--- src/rtl/nes_pad_array.sv ---
// Polls up to four NES controllers in parallel once per frame and reports
// the held button state plus press/release edges between consecutive polls.
module nes_pad_array #(
  parameter int NUM_PADS     = 2,
  parameter int CLK_DIV      = 150,
  parameter int LATCH_CYCLES = 300
) (
  input  logic                  pixelClock,
  input  logic                  reset,
  input  logic                  vSyncStart,
  input  logic [NUM_PADS-1:0]   padEnable,
  input  logic [NUM_PADS-1:0]   padData,
  output logic                  padLatch,
  output logic                  padPulse,
  output logic [8*NUM_PADS-1:0] buttons,
  output logic [8*NUM_PADS-1:0] pressed,
  output logic [8*NUM_PADS-1:0] released,
  output logic                  frameValid,
  output logic                  busy
);

  typedef enum logic [2:0] {IDLE, LATCH, LOW, HIGH, DONE} state_t;

  // One counter serves every phase, so it is sized for the longest one.
  localparam int MAX_CNT = (LATCH_CYCLES > CLK_DIV) ? LATCH_CYCLES : CLK_DIV;
  localparam int CNT_W   = (MAX_CNT > 1) ? $clog2(MAX_CNT) : 1;
  localparam logic [CNT_W-1:0] LATCH_LAST = CNT_W'(LATCH_CYCLES - 1);
  localparam logic [CNT_W-1:0] DIV_LAST   = CNT_W'(CLK_DIV - 1);

  state_t                    state, stateNext;
  logic [CNT_W-1:0]          cnt, cntNext;
  logic [3:0]                bitIdx, bitIdxNext;
  logic                      sampleNow;
  logic [NUM_PADS-1:0][7:0]  shiftReg;
  logic [8*NUM_PADS-1:0]     newButtons;

  // NOTE: every signal driven here gets a default first, so no path can
  // leave it unassigned and infer a latch.
  always_comb begin
    stateNext  = state;
    cntNext    = cnt;
    bitIdxNext = bitIdx;
    sampleNow  = 1'b0;
    case (state)
      IDLE: begin
        if (vSyncStart) begin
          stateNext = LATCH;
          cntNext   = '0;
        end
      end
      LATCH: begin
        if (cnt == LATCH_LAST) begin
          stateNext  = LOW;
          cntNext    = '0;
          bitIdxNext = '0;
        end else begin
          cntNext = cnt + 1'b1;
        end
      end
      LOW: begin
        if (cnt == DIV_LAST) begin
          sampleNow  = 1'b1;
          bitIdxNext = bitIdx + 1'b1;
          cntNext    = '0;
          stateNext  = (bitIdx == 4'd7) ? DONE : HIGH;
        end else begin
          cntNext = cnt + 1'b1;
        end
      end
      HIGH: begin
        if (cnt == DIV_LAST) begin
          stateNext = LOW;
          cntNext   = '0;
        end else begin
          cntNext = cnt + 1'b1;
        end
      end
      DONE:    stateNext = IDLE;
      default: stateNext = IDLE;
    endcase
  end

  // Pad data is active-low; a disabled pad reads as nothing pressed.
  always_comb begin
    newButtons = '0;
    for (int p = 0; p < NUM_PADS; p++) begin
      newButtons[8*p +: 8] = padEnable[p] ? ~shiftReg[p] : 8'h00;
    end
  end

  // NOTE: sequential state uses non-blocking assignments so every register
  // sees the pre-edge values of the others, independent of statement order.
  always_ff @(posedge pixelClock) begin
    if (reset) begin
      state      <= IDLE;
      cnt        <= '0;
      bitIdx     <= '0;
      shiftReg   <= '0;
      padLatch   <= 1'b0;
      padPulse   <= 1'b0;
      busy       <= 1'b0;
      frameValid <= 1'b0;
      buttons    <= '0;
      pressed    <= '0;
      released   <= '0;
    end else begin
      state      <= stateNext;
      cnt        <= cntNext;
      bitIdx     <= bitIdxNext;
      // Line outputs follow the next state so they stay aligned with it.
      padLatch   <= (stateNext == LATCH);
      padPulse   <= (stateNext == HIGH);
      busy       <= (stateNext != IDLE);
      frameValid <= (state == DONE);
      if (sampleNow) begin
        for (int p = 0; p < NUM_PADS; p++) begin
          shiftReg[p] <= {shiftReg[p][6:0], padData[p]};
        end
      end
      if (state == DONE) begin
        buttons  <= newButtons;
        pressed  <= newButtons & ~buttons;
        released <= ~newButtons & buttons;
      end
    end
  end

endmodule

--- config.mk ---
export PLATFORM = sky130hd
export DESIGN_NAME = nes_pad_array
export DESIGN_NICKNAME = d
export VERILOG_FILES = /design/src/rtl/nes_pad_array.sv
export SDC_FILE = /design/constraint.sdc
export NUM_CORES = 1
export LEC_CHECK = 0
export ABC_AREA = 1
export CAP_MARGIN = 0
export CORE_MARGIN = 3
export CORE_UTILIZATION = 53
export CTS_BUF_LIST = sky130_fd_sc_hd__clkbuf_16
export CTS_CLUSTER_SIZE = 30
export DETAILED_ROUTE_END_ITERATION = 7
export PLACE_DENSITY = 0.8
export SETUP_SLACK_MARGIN = 0.02
export SLEW_MARGIN = 20
export SYNTH_ARGS = -nofsm -noshare
export SYNTH_HDL_FRONTEND = slang
export SYNTH_SLANG_ARGS = --single-unit
--- constraint.sdc ---
create_clock -name pixelClock -period 1.49 [get_ports pixelClock]
set_input_delay 0.2235 -clock pixelClock [delete_from_list [all_inputs] [get_ports pixelClock]]
set_output_delay 0.2235 -clock pixelClock [all_outputs]
set_load 0.02 [all_outputs]
==> impl_summary.log, run 1 <==
INFO  metric result_of_the_run = finished, violations left
INFO  metric failing_checks = setup timing
INFO  metric grt_antenna_before_repair = 0
INFO  metric grt_pass1_wl = 14,150 µm
INFO  metric synthesis_stage_register_bit_count = 84
INFO  metric die_height = 87.81 µm
INFO  metric placeable_core_region = 0.006422 mm²
INFO  metric chipWidth = 87.81 µm
INFO  metric synthCells = 463
INFO  metric synth.distinct_cells = 29
INFO  metric power.static_leakage = 2.161 nW
INFO  metric detailedRoute.firstIterationViolations = 222
INFO  metric maxCapViolations = 0
INFO  metric worst-endpoint-required = ~1.7 ns
INFO  metric totalWireLength = 9047 µm
INFO  metric setup-tns-final = -0.04705 ns
INFO  metric vias_per_cell = 5.397
INFO  metric critPathLaunchType = flop
INFO  metric finish.net_count = 540
INFO  metric ys.warnings.count = 0
INFO  metric final_critical_path_setup_slack = -0.04705 ns
INFO  metric timing.critical_path.arrival = 1.77 ns
INFO  metric clock_skew = 0.007412 ns
INFO  metric worstReg2RegEnd = state[0]
INFO  metric whs = 0.4743 ns
INFO  metric yosys_most_used_dff = dfxtp_1
INFO  metric die_area = between 0.007 and 0.008 mm²
INFO  metric post_synthesis_cell_area = 0.003547 mm²
INFO  metric vdd.ir_drop.worst = 0.0008668 V
INFO  metric critPathCaptureType = flop
INFO  metric yosysSeqAreaShare = 0.4741
INFO  metric critical_path.cell_chain = nand2_1 > nor2_1 > nand2_1 > nand2_2 > buf_4 > nand3_1 > nand2_1 > inv_1
INFO  metric synth_edf_count = 0
INFO  metric vias_in_the_first_global_route = 3,045
INFO  metric detailed_place_hpwl = 5773 µm
INFO  metric reg2reg_depth = 8
INFO  metric slew_margin_rel = 0.7806
INFO  metric yosysMostFrequentCell = nand2_1
INFO  metric timing_worst_setup_path_type = flop to flop
INFO  metric clock-sinks = 84
INFO  metric floorplan.initialDensity = 0.5523
INFO  metric setup_repair_after_global_routing_missed_its_margin = true
INFO  metric tritoncts = built
INFO  metric clockPowerShare = 0.485
INFO  metric synth.avg_cell_area = 7.661 µm²
INFO  metric post_synth_main_area_contributors = dfxtp_1, nand2_1, nand3_1
INFO  metric yosys.area.top_type_share = 0.4741
INFO  metric synthesis.nets = 473
INFO  metric crit_top_cell = nand2_1
INFO  metric postCtsHoldBufs = 0
INFO  metric global_route.usage.total = 0.2347
INFO  metric place.port_buffers = 58
INFO  metric ff2ff_setup_slack = -0.05 ns
INFO  metric crit_slowest_cell = dfxtp_1
INFO  metric tritoncts.num_buffers = 9
INFO  metric sequentialPowerShare = 0.468
INFO  metric dr.pass1.iters = 4
INFO  metric min_period = 1.537 ns
INFO  metric max_clock_freq = 650.6 MHz
INFO  metric synthArstFlopShare = 0
INFO  metric drcViolationCount = 0
INFO  metric dpl-instance-area = 0.004267 mm²
INFO  metric design_power = 4.847 mW
INFO  metric clock_tree.htree_level_count = 3
INFO  metric total_gr_overflow = 0
INFO  metric power.combinational.fraction = 0.047
INFO  metric regToRegStartpoint = cnt[5]
INFO  metric pwr_density_cell = 1031 mW/mm²
INFO  metric timing.final.max_slew_violations = 0
INFO  metric hold_depth = 2
INFO  metric clk_pin_slew_worst_paths = 0.06 ns
INFO  metric worstHoldPathType = flop to flop
INFO  metric ioPinCount = 59
INFO  metric slew_at_the_pin_closest_to_its_max_slew_limit = 0.3278 ns
INFO  metric hold_path_startpoint = released[13]
INFO  metric ctsLongestPathBuffers = 2
INFO  metric critical_path.max_fanout = 6
INFO  metric post-route-period-util = 1.032
INFO  metric grt_max_degree = 44
INFO  metric power_switching = approximately 1.0 mW
INFO  metric finalSetupViolCount = 1
INFO  metric inserted_diodes = 0
INFO  metric cts_root_buf = clkbuf_16
INFO  metric route.vias.total = 3,303
INFO  metric area.growth.synth_to_final = 32.49%
INFO  metric post_route_cells_drive_above_1_share = 0.1477
INFO  metric final_cell_area = 0.004700 mm²
INFO  metric slowest_delay = 0.44 ns
INFO  metric synth_top_cell_by_area = dfxtp_1
INFO  metric finalHoldViolations = 0
INFO  metric num_rows = 29
INFO  metric synth.cells.most_frequent = nand2_1, dfxtp_1, nand3_1
INFO  metric gp_routability_congestion = 0.8281
INFO  metric cell_internal_pwr = around 3.8 mW
INFO  metric switching_share = 0.2138
INFO  metric worstHoldEndpoint = released[13]
INFO  metric ant_nets = 0
INFO  metric clock_latency = 0.34 ns
INFO  metric post_drt_wl_per_cell = 14.78 µm
-- how the worst max path moves through the flow --
stage                     from        to  slack, ns
finish                  cnt[5]  state[0]      -0.05
global route            cnt[5]  state[0]      -0.12
global placement    vSyncStart    cnt[6]      0.005
detailed placement  vSyncStart    cnt[6]      -0.04
floorplan               cnt[0]    cnt[5]       0.16
CTS                     cnt[1]    cnt[6]       0.02
-- power by group through the flow --
stage | combinational, mW | clock, mW | sequential (mW)
2_1_floorplan | 0.115 | 0 | 2.32
3_3_place_gp | 0.206 | 0 | 2.31
3_5_place_dp | 0.210 | 0 | 2.32
4_1_cts | 0.210 | 2.37 | 2.27
5_1_grt | 0.248 | 2.49 | 2.27
6_report | 0.227 | 2.35 | 2.27
-- state kept, by name, summed over array words and instances, names as in the netlist --
| name | count |
|---|---|
| busy | 1 |
| shiftReg | 16 |
| cnt | 9 |
| released | 16 |
| padPulse | 1 |
| frameValid | 1 |
| padLatch | 1 |
| buttons | 16 |
| pressed | 16 |
| bitIdx | 4 |
| state | 3 |
-- placed cells by master (no fill, tap or decap), drive strengths merged --
cell,synthesis,layout
clkbuf,6,10
buf,17,20
nand3,63,63
clkinv,1,3
nand4,2,2
dlymetal6s2s,0,3
inv,41,42
o21ai,22,22
nand2,116,116
a22oi,1,1
bufinv,0,2
o21bai,1,1
clkdlybuf4s50,0,6
o21a,16,16
a21oi,47,47
ha,3,3
nor3,3,3
dfxtp,84,84
nor2,40,40
dlygate4sd2,0,49
clkinvlp,0,2
-- logic make-up (layout without fill, tap and decap cells) --
| family | after synthesis | after routing | share of synthesized area |
|---|---|---|---|
| DFF | 84 | 84 | 0.4741 |
| adders and majority gates | 3 | 3 | 0.01058 |
| and+or+nand+nor | 224 | 224 | 0.2942 |
| AOI/OAI and AO/OA | 87 | 87 | 0.1369 |
| buffers and inverters | 65 | 137 | 0.08430 |
-- critical path: cells and delay by family, from the launching register on --
kind,cells,cell delay (ns)
flip-flops,1,0.44
buffers and inverters,2,0.16
AND/OR/NAND/NOR,6,0.83
-- area by class of cell --
class | instances | area [µm²]
clock buffer | 9 | 225.2
clock inverter | 7 | 92.59
fill | 502 | 1723
inverter | 42 | 162.7
multi-input combinational | 314 | 1665
sequential | 84 | 1689
tap | 77 | 96.34
timing repair buffer | 79 | 768.2
-- routing by layer --
metal / GRT usage / vias to the layer above / share of wire
li1: - / 1634 / -
met1: 0.3127 / 1562 / 0.44
met2: 0.3610 / 93 / 0.50
met3: 0.07526 / 14 / 0.044
met4: 0.07810 / 0 / 0.014
met5: 0 / - / 0
-- metrics by stage --
step / std cells / util / setup WS, ns
floorplan: 463 / - / 0.1633
global placement: 591 / 0.6643 / 0.004637
detailed placement: 591 / 0.6643 / -0.04101
CTS: 607 / 0.7068 / 0.01950
global route: 612 / 0.7317 / -0.1171
finish: 612 / 0.7317 / -0.04705
-- timing repair --
action / 4_1_cts / 5_1_grt
cloned: 0 / 1
endpoints found under the setup margin: 62 / 33
gates resized for setup: 53 / 30
buffers inserted: 0 / 4
pin swaps: 0 / 4
(Power assumes the default switching activity.)
==> run 2, diff against run 1 <==
CORE_ASPECT_RATIO = 0.75   (was unset)
==> run 2 against run 1 <==
Against the previous run:
- the run now ends clean
- critical path depth unchanged
- routed wire length fell by 6.2%
- maximum frequency increased by 9.5%
- global-route usage down 0.92 points
- sequential share of layout area rose by 0.94 points
- first-iteration DRC count fell by 13%
- non-clock buffer count decreased by 1
- combinational power hardly changed
- critical path type unchanged
- critical endpoint is now cnt[3]
- largest cell class unchanged
- largest power group is now registers
==> impl_summary.log, run 2 (synthesized netlist as in run 1, its figures left out) <==
INFO  metric hold_path_startpoint = released[13]
INFO  metric tritoncts.num_buffers = 9
INFO  metric area.growth.synth_to_final = 28.71%
INFO  metric result_of_the_run = finished clean
INFO  metric detailedRoute.firstIterationViolations = 194
INFO  metric route.vias.total = 3,240
INFO  metric finish.net_count = 539
INFO  metric vias_in_the_first_global_route = 3,077
INFO  metric worstHoldEndpoint = released[13]
INFO  metric ctsLongestPathBuffers = 2
INFO  metric post_drt_wl_per_cell = 13.80 µm
INFO  metric die_area = slightly below 0.008 mm²
INFO  metric detailed_place_hpwl = 5581 µm
INFO  metric clock_tree.htree_level_count = 3
INFO  metric critPathLaunchType = flop
INFO  metric finalCoreUtilization = 0.7155
INFO  metric mostFrequentLayoutCell = nand2_1
INFO  metric reg2reg_depth = 8
INFO  metric final_critical_path_setup_slack = 0.08626 ns
INFO  metric post-route-period-util = 0.9421
INFO  metric max_clock_freq = slightly above 700 MHz
INFO  metric clk_pin_slew_worst_paths = 0.06 ns
INFO  metric ant_nets = 0
INFO  metric floorplan.initialDensity = 0.5559
INFO  metric timing.final.max_slew_violations = 0
INFO  metric ioPinCount = a little under 60
INFO  metric clock_latency = roughly 0.33 ns
INFO  metric gp_routability_congestion = roughly 0.86
INFO  metric regToRegStartpoint = cnt[0]
INFO  metric global_route.usage.total = 0.2255
INFO  metric post_route_cells_drive_above_1_share = 0.1292
INFO  metric worst-endpoint-required = around 1.7 ns
INFO  metric dr.pass1.iters = 5
INFO  metric hold_depth = 2
INFO  metric place.port_buffers = 58
INFO  metric ff2ff_setup_slack = 0.09 ns
INFO  metric total_gr_overflow = 0
INFO  metric grt_peak_use_layer = met2
INFO  metric min_period = around 1.4 ns
INFO  metric clock_skew = 0.005173 ns
INFO  metric vias_per_cell = 5.268
INFO  metric timing.critical_path.arrival = 1.63 ns
INFO  metric critPathCaptureType = flop
INFO  metric critical_path.max_fanout = 9
INFO  metric postCtsHoldBufs = 0
INFO  metric global_route.usage.met3 = 0.06818
INFO  metric tritoncts = built
INFO  metric drcViolationCount = 0
INFO  metric power.static_leakage = around 2.1 nW
INFO  metric worstReg2RegEnd = cnt[3]
INFO  metric chipWidth = 100.5 µm
INFO  metric slew_margin_rel = 0.6871
INFO  metric final_cell_mix = nand2_1, dfxtp_1, nand3_1, dlygate4sd2_1, a21oi_1
INFO  metric slew_at_the_pin_closest_to_its_max_slew_limit = 0.4683 ns
INFO  metric cts_root_buf = clkbuf_16
INFO  metric clock-sinks = 84
INFO  metric totalWireLength = 8484 µm
INFO  metric grt_pass1_wl = ~14,000 µm
INFO  metric die_height = 76.85 µm
INFO  metric maxCapViolations = 0
INFO  metric met2_usage = 0.3538
INFO  metric pwr_density_cell = 988.8 mW/mm²
INFO  metric vdd.ir_drop.worst = 0.0007578 V
INFO  metric grt_max_degree = 28
INFO  metric inserted_diodes = 0
INFO  metric design_power = roughly 4.5 mW
INFO  metric met1_track_demand_over_resource_in_global_routing = 0.3022
INFO  metric setup_repair_after_global_routing_missed_its_margin = true
INFO  metric finalSetupViolCount = 0
INFO  metric num_rows = 25
INFO  metric placeable_core_region = 0.006381 mm²
INFO  metric pre_cts_setup_slack = -0.02116 ns
INFO  metric grt_antenna_before_repair = 0
INFO  metric worstHoldPathType = flop to flop
INFO  metric finalHoldViolations = 0
INFO  metric timing_worst_setup_path_type = flop to flop
## run 2: cell count changes in the layout (fill, tap and decap cells not counted), sizes merged
| cell | previous run | this run |
|---|---|---|
| inv | 42 | 43 |
| bufinv | 2 | 0 |
| clkinv | 3 | 5 |
| dlymetal6s2s | 3 | 2 |
| dlygate4sd2 | 49 | 50 |
| clkinvlp | 2 | 1 |
| clkbuf | 10 | 9 |
## run 2: area by class of cell
class                           count  area [µm²]
Sequential cell                    84        1684
Multi-Input combinational cell    314        1604
Timing Repair Buffer               78       748.2
Clock buffer                        9       225.2
Tap cell                           81       101.3
Fill cell                         523        1815
Inverter                           42       160.2
Clock inverter                      7       42.54
## run 2: report_power, final
part	total (mW)	leakage [nW]	switching [mW]	internal (mW)
combinational	0.229	1.29	0.134	0.0951
sequential	2.27	0.678	0.00928	2.26
clock	2.02	0.131	0.901	1.12
## run 2: what timing repair did
action | 4_1_cts | 5_1_grt
resized for setup | 54 | 15
setup buffers | 0 | 2
endpoints found under the setup margin | 57 | 28
pin swaps | 0 | 5
## run 2: routing by layer
metal | vias up | wire, µm
li1 | 1635 | -
met1 | 1487 | 3886
met2 | 106 | 3949
met3 | 12 | 565
met4 | 0 | 83
met5 | - | 0
## run 2: critical path, cell delays in order (launching register included)
cell	delay, ns
dfxtp_1	0.36
ha_2	0.21
nand2_1	0.07
nor2_2	0.15
nand2_1	0.07
nand2_1	0.12
nand2_4	0.11
a21oi_1	0.14
nor2_1	0.06
## run 2: how the worst max path moves through the flow
stage                    start           to  slack [ns]  depth (start not counted)
floorplan               cnt[0]       cnt[5]        0.16                          8
global placement        cnt[1]    bitIdx[2]        0.04                          8
detailed placement       reset  released[0]       -0.02                          5
CTS                 frameValid   frameValid        0.02                          1
global route            cnt[1]       cnt[3]       -0.01                          9
finish                  cnt[0]       cnt[3]        0.09                          8
## run 2: stage by stage
stage	cell area [µm²]	hold slack (ns)	TNS [ns]	instances
floorplan	3547	0.3969	0	463
global placement	4299	0.4574	0	597
detailed placement	4299	0.4646	-0.05660	597
CTS	4517	0.4715	0	613
global route	4566	0.4923	-0.009753	615
finish	4566	0.4690	0	615
